## config.mk

```make
export PLATFORM = sky130hd
export DESIGN_NAME = bcd_display_scan_ctrl_flat
export DESIGN_NICKNAME = d
export VERILOG_FILES = /design/src/rtl/bcd_display_scan_ctrl_pkg.sv /design/src/rtl/bcd_display_scan_ctrl_if.sv /design/src/rtl/bcd_scan_timer.sv /design/src/rtl/bcd_display_scan_ctrl.sv /design/src/flat_wrapper.sv
export SDC_FILE = /design/constraint.sdc
export NUM_CORES = 1
export LEC_CHECK = 0
export BUFFER_PORTS_ARGS = -buffer_cell sky130_fd_sc_hd__buf_2
export CAP_MARGIN = 20
export CORE_MARGIN = 5
export CORE_UTILIZATION = 60
export DETAILED_ROUTE_END_ITERATION = 10
export PLACE_DENSITY = 0.75
export SYNTH_ARGS = -nofsm -noshare
export SYNTH_HDL_FRONTEND = slang
export SYNTH_HIERARCHICAL = 1
export SYNTH_SLANG_ARGS = --single-unit
```

## constraint.sdc

```tcl
create_clock -name clk -period 3 [get_ports clk]
set_input_delay 0 -clock clk [delete_from_list [all_inputs] [get_ports clk]]
set_output_delay 0 -clock clk [all_outputs]
set_load 0.005 [all_outputs]
```

## src/rtl/bcd_display_scan_ctrl_pkg.sv

```systemverilog
// -----------------------------------------------------------------------------
// bcd_display_pkg
// Shared types and constants for the multiplexed BCD display controller.
//   state_t         : conversion sequencer states (IDLE, LOAD, SHIFT, COMMIT)
//   BCD_W           : width of one BCD digit
//   BLANK_CODE      : digit code the downstream decoder renders as all-off
//   maxDisplayValue : largest value representable on a given number of digits
// -----------------------------------------------------------------------------
package bcd_display_pkg;

  typedef enum logic [1:0] {
    IDLE,
    LOAD,
    SHIFT,
    COMMIT
  } state_t;

  localparam int BCD_W = 4;
  localparam logic [BCD_W-1:0] BLANK_CODE = 4'hF;

  // 10^numDigits - 1, evaluated at elaboration time to size the overflow check.
  function automatic int unsigned maxDisplayValue(input int unsigned numDigits);
    int unsigned v;
    v = 1;
    for (int unsigned i = 0; i < numDigits; i++) begin
      v = v * 10;
    end
    return v - 1;
  endfunction

endpackage

```

## src/rtl/bcd_display_scan_ctrl_if.sv

```systemverilog
// -----------------------------------------------------------------------------
// bcd_display_scan_ctrl_if
// Bundles the load handshake and the scan outputs of the display controller.
//   start     : single-cycle load request from the value source
//   bin_in    : unsigned value sampled when start is accepted
//   busy      : conversion in progress
//   done      : one-cycle pulse when new digits are committed
//   overflow  : value did not fit on the display (sticky until next load)
//   digit_sel : one-hot active-high digit enable
//   bcd_digit : code for the shared decoder, belongs to the selected digit
// Modports: master = value source / display side, slave = controller.
// -----------------------------------------------------------------------------
interface bcd_display_scan_ctrl_if #(
  parameter int NUM_DIGITS = 4,
  parameter int BIN_W      = 14
);

  logic                  start;
  logic [BIN_W-1:0]      bin_in;
  logic                  busy;
  logic                  done;
  logic                  overflow;
  logic [NUM_DIGITS-1:0] digit_sel;
  logic [3:0]            bcd_digit;

  modport master (
    output start, bin_in,
    input  busy, done, overflow, digit_sel, bcd_digit
  );

  modport slave (
    input  start, bin_in,
    output busy, done, overflow, digit_sel, bcd_digit
  );

endinterface

```

## src/rtl/bcd_scan_timer.sv

```systemverilog
// -----------------------------------------------------------------------------
// bcd_scan_timer
// Free-running digit scan timebase. A prescaler dwells SCAN_DIV clocks on each
// digit, then the scan index advances and wraps after the last digit.
// Ports:
//   clk         : system clock, rising edge
//   reset       : synchronous active-high reset
//   o_nextIndex : index the scan will hold after the coming edge
//   o_digitSel  : registered one-hot digit select
// -----------------------------------------------------------------------------
module bcd_scan_timer #(
  parameter int NUM_DIGITS = 4,
  parameter int SCAN_DIV   = 50000,
  localparam int IDX_W     = (NUM_DIGITS > 1) ? $clog2(NUM_DIGITS) : 1,
  localparam int PRE_W     = $clog2(SCAN_DIV)
) (
  input  logic                  clk,
  input  logic                  reset,
  output logic [IDX_W-1:0]      o_nextIndex,
  output logic [NUM_DIGITS-1:0] o_digitSel
);

  logic [PRE_W-1:0]      r_prescaler;
  logic [IDX_W-1:0]      r_index;
  logic [NUM_DIGITS-1:0] r_digitSel;
  logic                  w_wrap;
  logic [IDX_W-1:0]      w_nextIndex;

  // The next index is exported so the owner of the digit registers can load
  // the matching code on the same edge the select moves, keeping the select
  // and the code in lockstep.
  always_comb begin
    w_wrap      = (r_prescaler == PRE_W'(SCAN_DIV - 1));
    w_nextIndex = r_index;
    if (w_wrap) begin
      if (r_index == IDX_W'(NUM_DIGITS - 1)) begin
        w_nextIndex = '0;
      end else begin
        w_nextIndex = r_index + 1'b1;
      end
    end
  end

  // Prescaler, index and one-hot select all advance together; the select is
  // derived from the next index so it never lags the index by a cycle.
  always_ff @(posedge clk) begin
    if (reset) begin
      r_prescaler <= '0;
      r_index     <= '0;
      r_digitSel  <= NUM_DIGITS'(1);
    end else begin
      r_prescaler <= w_wrap ? '0 : r_prescaler + 1'b1;
      r_index     <= w_nextIndex;
      r_digitSel  <= NUM_DIGITS'(1) << w_nextIndex;
    end
  end

  assign o_nextIndex = w_nextIndex;
  assign o_digitSel  = r_digitSel;

endmodule

```

## src/rtl/bcd_display_scan_ctrl.sv

```systemverilog
// -----------------------------------------------------------------------------
// bcd_display_scan_ctrl
// Converts a binary value to BCD with a sequential double-dabble engine,
// commits the digits, and time-multiplexes them onto one shared decoder.
// Ports:
//   clk   : system clock, rising edge
//   reset : synchronous active-high reset
//   bus   : bcd_display_scan_ctrl_if.slave (start/bin_in in; busy, done,
//           overflow, digit_sel, bcd_digit out)
// Build option:
//   BCD_SCAN_LEADING_BLANK_EN : when defined, leading zero digits above the
//                               highest nonzero digit are committed as blanks.
// -----------------------------------------------------------------------------
module bcd_display_scan_ctrl
  import bcd_display_pkg::*;
#(
  parameter int NUM_DIGITS = 4,
  parameter int BIN_W      = 14,
  parameter int SCAN_DIV   = 50000
) (
  input  logic                    clk,
  input  logic                    reset,
  bcd_display_scan_ctrl_if.slave  bus
);

  localparam int IDX_W   = (NUM_DIGITS > 1) ? $clog2(NUM_DIGITS) : 1;
  localparam int CNT_W   = $clog2(BIN_W + 1);
  localparam int ACC_W   = BCD_W * NUM_DIGITS;
  localparam logic [63:0] MAX_VAL = 64'(maxDisplayValue(NUM_DIGITS));

  state_t               r_state;
  state_t               w_nextState;
  logic                 w_busy;
  logic [BIN_W-1:0]     r_bin;
  logic [ACC_W-1:0]     r_bcd;
  logic [ACC_W-1:0]     w_bcdAdj;
  logic [CNT_W-1:0]     r_shiftCnt;
  logic                 r_overflow;
  logic                 r_done;
  logic [BCD_W-1:0]     r_digitReg  [NUM_DIGITS];
  logic [BCD_W-1:0]     w_commitVal [NUM_DIGITS];
  logic [BCD_W-1:0]     r_bcdDigit;
  logic [IDX_W-1:0]     w_nextIndex;
  logic [NUM_DIGITS-1:0] w_digitSel;
`ifdef BCD_SCAN_LEADING_BLANK_EN
  logic                 w_seenNonZero;
`endif

  // Scan timebase runs regardless of what the converter is doing.
  bcd_scan_timer #(
    .NUM_DIGITS (NUM_DIGITS),
    .SCAN_DIV   (SCAN_DIV)
  ) u_timer (
    .clk         (clk),
    .reset       (reset),
    .o_nextIndex (w_nextIndex),
    .o_digitSel  (w_digitSel)
  );

  // Sequencer state register.
  always_ff @(posedge clk) begin
    if (reset) begin
      r_state <= IDLE;
    end else begin
      r_state <= w_nextState;
    end
  end

  // Next-state logic. A start seen outside IDLE is simply dropped. SHIFT
  // lasts BIN_W cycles, one per input bit.
  always_comb begin
    w_nextState = r_state;
    w_busy      = 1'b0;
    case (r_state)
      IDLE: begin
        if (bus.start) begin
          w_nextState = LOAD;
        end
      end
      LOAD: begin
        w_busy      = 1'b1;
        w_nextState = SHIFT;
      end
      SHIFT: begin
        w_busy = 1'b1;
        if (r_shiftCnt == CNT_W'(BIN_W - 1)) begin
          w_nextState = COMMIT;
        end
      end
      COMMIT: begin
        w_busy      = 1'b1;
        w_nextState = IDLE;
      end
      default: begin
        w_nextState = IDLE;
      end
    endcase
  end

  // Double-dabble correction: any nibble of 5 or more gets 3 added so the
  // following left shift carries correctly into the next decimal digit.
  always_comb begin
    w_bcdAdj = r_bcd;
    for (int i = 0; i < NUM_DIGITS; i++) begin
      if (r_bcd[i*BCD_W +: BCD_W] >= BCD_W'(5)) begin
        w_bcdAdj[i*BCD_W +: BCD_W] = r_bcd[i*BCD_W +: BCD_W] + BCD_W'(3);
      end
    end
  end

  // Values to commit. Overflow overrides everything with blanks; otherwise
  // the optional leading-zero blanking walks down from the top digit and
  // stops at the first nonzero one. Digit 0 is never blanked.
  always_comb begin
    for (int i = 0; i < NUM_DIGITS; i++) begin
      w_commitVal[i] = r_bcd[i*BCD_W +: BCD_W];
    end
`ifdef BCD_SCAN_LEADING_BLANK_EN
    w_seenNonZero = 1'b0;
    for (int i = NUM_DIGITS - 1; i > 0; i--) begin
      if (!w_seenNonZero && (w_commitVal[i] == '0)) begin
        w_commitVal[i] = BLANK_CODE;
      end else begin
        w_seenNonZero = 1'b1;
      end
    end
`endif
    if (r_overflow) begin
      for (int i = 0; i < NUM_DIGITS; i++) begin
        w_commitVal[i] = BLANK_CODE;
      end
    end
  end

  // Conversion datapath and digit registers. The decoder code register is
  // loaded from the digit the scan is about to select, so it changes on the
  // same edge as digit_sel and a fresh commit shows up one edge later.
  always_ff @(posedge clk) begin
    if (reset) begin
      r_bin      <= '0;
      r_bcd      <= '0;
      r_shiftCnt <= '0;
      r_overflow <= 1'b0;
      r_done     <= 1'b0;
      r_bcdDigit <= '0;
      for (int i = 0; i < NUM_DIGITS; i++) begin
        r_digitReg[i] <= '0;
      end
    end else begin
      r_done     <= 1'b0;
      r_bcdDigit <= r_digitReg[w_nextIndex];
      case (r_state)
        IDLE: begin
          if (bus.start) begin
            r_bin <= bus.bin_in;
          end
        end
        LOAD: begin
          r_bcd      <= '0;
          r_shiftCnt <= '0;
          r_overflow <= (64'(r_bin) > MAX_VAL);
        end
        SHIFT: begin
          {r_bcd, r_bin} <= {w_bcdAdj[ACC_W-2:0], r_bin, 1'b0};
          r_shiftCnt     <= r_shiftCnt + 1'b1;
        end
        COMMIT: begin
          for (int i = 0; i < NUM_DIGITS; i++) begin
            r_digitReg[i] <= w_commitVal[i];
          end
          r_done <= 1'b1;
        end
        default: begin
          r_done <= 1'b0;
        end
      endcase
    end
  end

  assign bus.busy      = w_busy;
  assign bus.done      = r_done;
  assign bus.overflow  = r_overflow;
  assign bus.digit_sel = w_digitSel;
  assign bus.bcd_digit = r_bcdDigit;

endmodule

```

## src/flat_wrapper.sv

```systemverilog
// flat-port wrapper written by rule: the top's interface ports become plain ports
module bcd_display_scan_ctrl_flat import bcd_display_pkg::*;
#(
  parameter int NUM_DIGITS = 4,
  parameter int BIN_W      = 14,
  parameter int SCAN_DIV   = 50000
)
  (clk, reset, bus_start, bus_bin_in, bus_busy, bus_done, bus_overflow, bus_digit_sel, bus_bcd_digit);
  bcd_display_scan_ctrl_if #(.NUM_DIGITS(NUM_DIGITS), .BIN_W(BIN_W)) bus_i ();
  input  logic clk;
  input  logic reset;
  input wire logic [$bits(bus_i.start)-1:0] bus_start;
  input wire logic [$bits(bus_i.bin_in)-1:0] bus_bin_in;
  output wire logic [$bits(bus_i.busy)-1:0] bus_busy;
  output wire logic [$bits(bus_i.done)-1:0] bus_done;
  output wire logic [$bits(bus_i.overflow)-1:0] bus_overflow;
  output wire logic [$bits(bus_i.digit_sel)-1:0] bus_digit_sel;
  output wire logic [$bits(bus_i.bcd_digit)-1:0] bus_bcd_digit;
  assign bus_i.start = bus_start;
  assign bus_i.bin_in = bus_bin_in;
  assign bus_busy = bus_i.busy;
  assign bus_done = bus_i.done;
  assign bus_overflow = bus_i.overflow;
  assign bus_digit_sel = bus_i.digit_sel;
  assign bus_bcd_digit = bus_i.bcd_digit;
  bcd_display_scan_ctrl #(.NUM_DIGITS(NUM_DIGITS), .BIN_W(BIN_W), .SCAN_DIV(SCAN_DIV)) u_core (.clk(clk), .reset(reset), .bus(bus_i));
endmodule
```

==> results.sh, run 1 <==
export IMPL_tritoncts="yes"
export IMPL_cts_buffers_inserted=9
export IMPL_critical_path_arrival_ns=2.69
export IMPL_antenna_cells_inserted=0
export IMPL_async_reset_ff_share_pct=0
export IMPL_grt_antenna_before_repair=0
export IMPL_postRouteWirelength_mm=6.65
export IMPL_globalRoute_totalOverflow=0
export IMPL_viasPerCell=5.48
export IMPL_worst_setup_path_type="flop to flop"
export IMPL_final_cell_count_no_fill=496
export IMPL_postSynthRegisterBits=80
export IMPL_synth_area_leaders="dfxtp_1, edfxtp_1, nor2_1"
export IMPL_clock_tree_root_cell="clkbuf_8"
export IMPL_hpwl_mm=4.54
export IMPL_h_tree_depth=3
export IMPL_synthDominantAreaCellType="dfxtp_1"
export IMPL_timing_slew_headroom_pct=45.9
export IMPL_detailroute_via_count=2719
export IMPL_cts_repair_resized_insts=0
export IMPL_first_global_vias=2626
export IMPL_drt_initial_drc_count=114
export IMPL_run_status="finished, final reports clean"
export IMPL_setup_skew_ns=0.00798
export IMPL_dieArea_um2=8010
export IMPL_setup_tns_ns=0
export IMPL_start_util_pct=60.8
export IMPL_period_minus_slack_ns=2.47
export IMPL_cpLargestDelayFamily="multiplexers"
export IMPL_grt_first_pass_wirelength_mm=11.8
export IMPL_wl_per_cell_um=13.4
export IMPL_worstSkewPairLatency_ns=0.35
export IMPL_synth_main_ff_cell="dfxtp_1"
export IMPL_antenna_violating_nets_post_route=0
export IMPL_crit_path_start_kind="flop"
export IMPL_post_route_period_util_pct=82.4
export IMPL_timing_critical_path_to_type="flop"
export IMPL_cts_sink_count=80
export IMPL_max_clock_freq_mhz=404
export IMPL_place_congestion=0.834
export IMPL_post_synth_most_frequent_cells="nor2_1, dfxtp_1, inv_1, mux2i_1"
export IMPL_mappedNetlistArea_um2=3790
export IMPL_p_total_mw=3.02
export IMPL_timing_critical_path_required_ns=3.21
export IMPL_placed_cells=473
export IMPL_drt_first_pass_iters=4
export IMPL_layout_drive_gt1_share_pct=18.1
export IMPL_synth_fp_nets=418
export IMPL_clk_transition_reported_paths_ns=0.08
export IMPL_path_max_fanout=11
export IMPL_drt_drc_violations_left=0
export IMPL_synth_edff_count=16
export IMPL_synth_avg_cell_area_um2=9.85
export IMPL_die_x_um=89.5
export IMPL_critical_path_max_stage_delay_ns=0.50
export IMPL_die_h_um=89.5
export IMPL_finalSetupViolations=0
export IMPL_numPortBuffers=27
export IMPL_power_density_nw_per_um2=711
export IMPL_globalRouteMet3Util_pct=5.81
export IMPL_grtUsageMet1_pct=23.2
export IMPL_io_pins=28
export IMPL_post_synth_inst_count=385
export IMPL_clk_path_buf_depth=2
export IMPL_overall_global_routing_resource_usage_pct=19.1
export IMPL_synth_seq_area_share_pct=46.4
export IMPL_timing_critical_path_slowest_stage_cell="mux4_2"
export IMPL_coreArea_um2=6240
export IMPL_worstHoldPathType="primary input to flop"
export IMPL_num_nets_final=447
export IMPL_syn2layout_area_growth_pct=12.1
export IMPL_top_usage_layer="met2"
export IMPL_path_cells="ha_1, nand3_2, nand4b_1, mux2_2, mux4_2, nor2b_1"
export IMPL_ys_warn_count=6
export IMPL_p_leak_nw=1.57
export IMPL_report_final_slew_viol_count=0
export IMPL_synth_top_area_share_pct=33.8
export IMPL_pin_count_of_the_biggest_net_entering_global_routing=29
export IMPL_hold_violations=0
export IMPL_synthDistinctLibCells=51
export IMPL_grtUsageMet2_pct=32.0
export IMPL_timing_critical_path_buf_inv=0
export IMPL_setup_repair_after_global_routing_missed_its_margin="false"
export IMPL_ir_drop_mv=0.586
export IMPL_yosysMostFrequentCell="nor2_1"
export IMPL_maxCapViolCount=0
export IMPL_worst_slew_pin_slew_ns=0.808
export IMPL_floorplan_rows=29
[through the flow]
stage | setup slack, ns | hold slack, ns | util (%) | cell area [um^2]
2_1_floorplan | 0.902 | 0.0691 | - | 3790
3_3_place_gp | 0.640 | 0.254 | 62.9 | 3930
3_5_place_dp | 0.556 | 0.273 | 62.9 | 3930
4_1_cts | 0.546 | 0.00552 | 68.1 | 4250
5_1_grt | 0.339 | 0.0331 | 68.1 | 4250
6_report | 0.527 | 0.0288 | 68.1 | 4250
[registers in the layout, summed over array words and instances (netlist names), 4 cells and up]
register and cells:
u_core/r_bin 14, u_core/u_timer/r_prescaler 16, u_core/bus.bcd_digit 4, u_core/u_timer/o_digitSel 4, u_core/r_bcd 16, u_core/r_shiftCnt 4, u_core/r_digitReg 16
[worst register-to-register path: stages, from the launching register on]
cell,delay [ns]
dfxtp_1,0.38
ha_1,0.22
nand3_2,0.17
nand4b_1,0.49
mux2_2,0.45
mux4_2,0.50
nor2b_1,0.14
[report_power, final]
| part | switching, mW | internal (mW) | total, mW |
|---|---|---|---|
| clock | 0.367 | 0.631 | 0.998 |
| combinational | 0.443 | 0.283 | 0.726 |
| sequential | 0.0803 | 1.22 | 1.30 |
[cells by family (layout without fill, tap and decap cells)]
logic type / after synthesis / count (layout) / share of synthesized area [%]
AND/OR/NAND/NOR: 151 / 151 / 18.7
flip-flops: 80 / 80 / 46.4
AO/OA/AOI/OAI: 55 / 55 / 11.9
buffers and inverters: 38 / 72 / 5.01
multiplexers: 25 / 25 / 8.11
XOR/XNOR: 20 / 20 / 4.62
adder cells (fa/ha/maj): 16 / 16 / 5.28
[cells in the final DEF (no fill, tap or decap), drive strengths merged, types with 2 or more instances in the layout]
cell type and n:
nor3 6, a22o 4, nand2 18, nor3b 2, o21ai 10, dlygate4sd3 7
buf 29, a21oi 13, clkbuf 9, inv 20, nor4 4, bufinv 4
dfxtp 64, or2 3, nand4 3, mux2 3, xnor2 17, a32oi 4
nor2 84, edfxtp 16, ha 16, nor2b 6, mux2i 18, nand3b 2
nand2b 5, xor2 3, mux4 4, nand3 9, o31ai 7, clkinv 3
a211oi 14
[final timing paths]
check,start,endpoint,slack [ns],cells past startpoint
max reg2reg,u_core/u_timer/r_prescaler[0],u_core/bus.bcd_digit[0],0.53,6
max,u_core/u_timer/r_prescaler[0],u_core/bus.bcd_digit[0],0.53,6
min reg2reg,u_core/u_timer/r_prescaler[0],u_core/u_timer/r_prescaler[0],0.47,1
min,bus_bin_in[8],u_core/r_bin[8],0.03,3
[layout make-up]
| class | count | area, um^2 |
|---|---|---|
| Fill cell | 495 | 1990 |
| Inverter | 20 | 75.1 |
| Clock buffer | 9 | 124 |
| Clock inverter | 7 | 134 |
| Tap cell | 77 | 96.3 |
| Sequential cell | 80 | 1760 |
| Timing Repair Buffer | 36 | 220 |
| Multi-Input combinational cell | 267 | 1840 |
[metal layers]
layer	up-vias	routed length, um	share of wire, %
met4	0	106	1.6
met5	-	0	0
li1	1384	-	-
met2	59	3300	50
met3	10	278	4.2
met1	1266	2960	44
[what timing repair did]
item	in CTS	in global routing
hold buffers	7	0
buffers inserted	0	0
endpoints found under the hold margin	7	0
No activity file was read; power rests on OpenSTA's default activity.
==> run 2: changes to the inputs <==
--- a/config.mk
+++ b/config.mk
@@ -8,9 +8,9 @@
 export BUFFER_PORTS_ARGS = -buffer_cell sky130_fd_sc_hd__buf_2
 export CAP_MARGIN = 20
 export CORE_MARGIN = 5
-export CORE_UTILIZATION = 60
+export CORE_UTILIZATION = 54
 export DETAILED_ROUTE_END_ITERATION = 10
-export PLACE_DENSITY = 0.75
+export PLACE_DENSITY = 0.72
 export SYNTH_ARGS = -nofsm -noshare
 export SYNTH_HDL_FRONTEND = slang
 export SYNTH_HIERARCHICAL = 1
==> constraint.sdc (replaced) <==
create_clock -name clk -period 2.1 [get_ports clk]
set_input_delay 0 -clock clk [delete_from_list [all_inputs] [get_ports clk]]
set_output_delay 0 -clock clk [all_outputs]
set_load 0.005 [all_outputs]
==> run 2 against run 1 <==
Design area is essentially flat. Critical path type unchanged. Power grew 36%. Sequential power rose by 43%. Highest routed layer unchanged. Largest power group unchanged. Maximum frequency rose by 24%.
==> results.sh, run 2 (synthesized netlist as in run 1, its figures left out) <==
export IMPL_h_tree_depth=3
export IMPL_maxCapViolCount=0
export IMPL_p_leak_nw=1.56
export IMPL_timing_critical_path_to_type="flop"
export IMPL_final_common_cell="nor2_1"
export IMPL_place_congestion=0.804
export IMPL_seq_power_share_pct=45.3
export IMPL_hpwl_mm=4.66
export IMPL_ir_drop_mv=0.968
export IMPL_critical_path_arrival_ns=2.21
export IMPL_overall_global_routing_resource_usage_pct=15.9
export IMPL_max_clock_freq_mhz=503
export IMPL_globalRoute_totalOverflow=0
export IMPL_worstHoldPathType="primary input to flop"
export IMPL_period_minus_slack_ns=1.99
export IMPL_start_util_pct=55.5
export IMPL_power_share_combinational_pct=25.5
export IMPL_io_pins=28
export IMPL_cts_buffers_inserted=9
export IMPL_die_x_um=93.8
export IMPL_power_report_internal_total_mw=2.83
export IMPL_crit_path_start="u_core/u_timer/r_prescaler[7]"
export IMPL_antenna_cells_inserted=0
export IMPL_run_status="finished, final reports clean"
export IMPL_die_h_um=93.8
export IMPL_hold_violations=0
export IMPL_floorplan_rows=30
export IMPL_clk_path_buf_depth=2
export IMPL_antenna_violating_nets_post_route=0
export IMPL_clock_power_share_pct=29.2
export IMPL_timing_slew_headroom_pct=46.6
export IMPL_clk_transition_reported_paths_ns=0.08
export IMPL_cts_setup_buffers=0
export IMPL_setup_skew_ns=0.00841
export IMPL_postRouteWirelength_mm=6.57
export IMPL_drt_initial_drc_count=101
export IMPL_placed_cells=500
export IMPL_worst_slew_pin_slew_ns=0.798
export IMPL_coreArea_um2=6830
export IMPL_path_max_fanout=5
export IMPL_grt_first_pass_wirelength_mm=11.2
export IMPL_worst_r2r_startpoint="u_core/u_timer/r_prescaler[7]"
export IMPL_most_used_cells_in_the_layout_excluding_fill_and_tap_cells="nor2_1, dfxtp_1, buf_2, inv_1, mux2i_1"
export IMPL_worstSkewPairLatency_ns=0.34
export IMPL_layout_drive_gt1_share_pct=20.4
export IMPL_timing_critical_path_required_ns=2.32
export IMPL_power_share_switching_pct=31.2
export IMPL_finalSetupViolations=0
export IMPL_setup_tns_ns=0
export IMPL_drt_first_pass_iters=4
export IMPL_detailroute_via_count=2704
export IMPL_final_hold_worst_slack_ns=0.0283
export IMPL_setup_ws_ns=0.112
export IMPL_crit_path_start_kind="flop"
export IMPL_post_layout_util_pct=62.2
export IMPL_stdcell_area_um2=4250
export IMPL_p_total_mw=4.11
export IMPL_power_density_nw_per_um2=966
export IMPL_largest_registers="u_core/r_bcd: 16 flops, u_core/r_digitReg: 16 flops, u_core/u_timer/r_prescaler: 16 flops"
export IMPL_min_delay_start="bus_bin_in[12]"
export IMPL_drt_drc_violations_left=0
export IMPL_syn2layout_area_growth_pct=12.0
export IMPL_p_switching_mw=1.28
export IMPL_dpl_cell_area_um2=4010
export IMPL_cts_sink_count=80
export IMPL_numPortBuffers=27
export IMPL_worst_setup_path_type="flop to flop"
export IMPL_post_route_period_util_pct=94.7
export IMPL_place_worst_setup_slack_ns=0.0586
export IMPL_viasPerCell=5.23
export IMPL_final_cell_count_no_fill=517
export IMPL_grt_antenna_before_repair=0
export IMPL_tritoncts="yes"
export IMPL_clock_tree_root_cell="clkbuf_8"
export IMPL_report_final_slew_viol_count=0
export IMPL_num_nets_final=449
export IMPL_wl_per_cell_um=12.7
export IMPL_setup_repair_after_global_routing_missed_its_margin="false"
export IMPL_pin_count_of_the_biggest_net_entering_global_routing=29
export IMPL_first_global_vias=2564
export IMPL_dieArea_um2=8800
run 2: cell count changes in the layout (fill, tap and decap cells not counted), moves of 2 or more:
cell	change
buf_4	+7
dlygate4sd3_1	-6
clkinvlp_4	+3
bufinv_16	-2
clkinv_2	-2
run 2: worst max-delay path: stages, from the launching register on:
cell	delay, ns
dfxtp_1	0.34
nor4b_1	0.34
nand4b_1	0.23
mux2_4	0.40
mux4_2	0.42
nor2b_1	0.14
run 2: worst paths after layout:
check | slack [ns] | cells past startpoint | endpoint
min | 0.03 | 3 | u_core/r_bin[12]
max | 0.11 | 5 | u_core/bus.bcd_digit[3]
min reg2reg | 0.45 | 1 | u_core/u_timer/r_prescaler[0]
max reg2reg | 0.11 | 5 | u_core/bus.bcd_digit[3]
run 2: layout make-up:
class | count | area, um^2
multi-input cells | 267 | 1850
flip-flops and latches | 80 | 1760
clock inverters | 7 | 95.1
repair buffers | 38 | 224
fillers | 579 | 2580
inverters | 20 | 75.1
clock buffers | 9 | 124
well taps | 96 | 120
run 2: repair_timing:
item / in CTS / in global routing
resized for setup: 0 / 4
setup endpoints to repair: 0 / 4
hold endpoints to repair: 1 / 0
hold buffers: 1 / 0
run 2: routing by layer:
layer	GRT usage (%)	part of all wire (%)
met4	5.29	1.4
met2	27.0	48
met5	0	0
met3	4.73	3.8
met1	19.3	47
run 2: power groups by stage:
stage | registers, mW | clock network, mW | logic, mW
6_report | 1.86 | 1.20 | 1.05
5_1_grt | 1.88 | 1.30 | 1.16
4_1_cts | 1.86 | 1.23 | 1.05
3_5_place_dp | 1.90 | 0 | 1.04
3_3_place_gp | 1.89 | 0 | 1.02
2_1_floorplan | 1.86 | 0 | 0.918
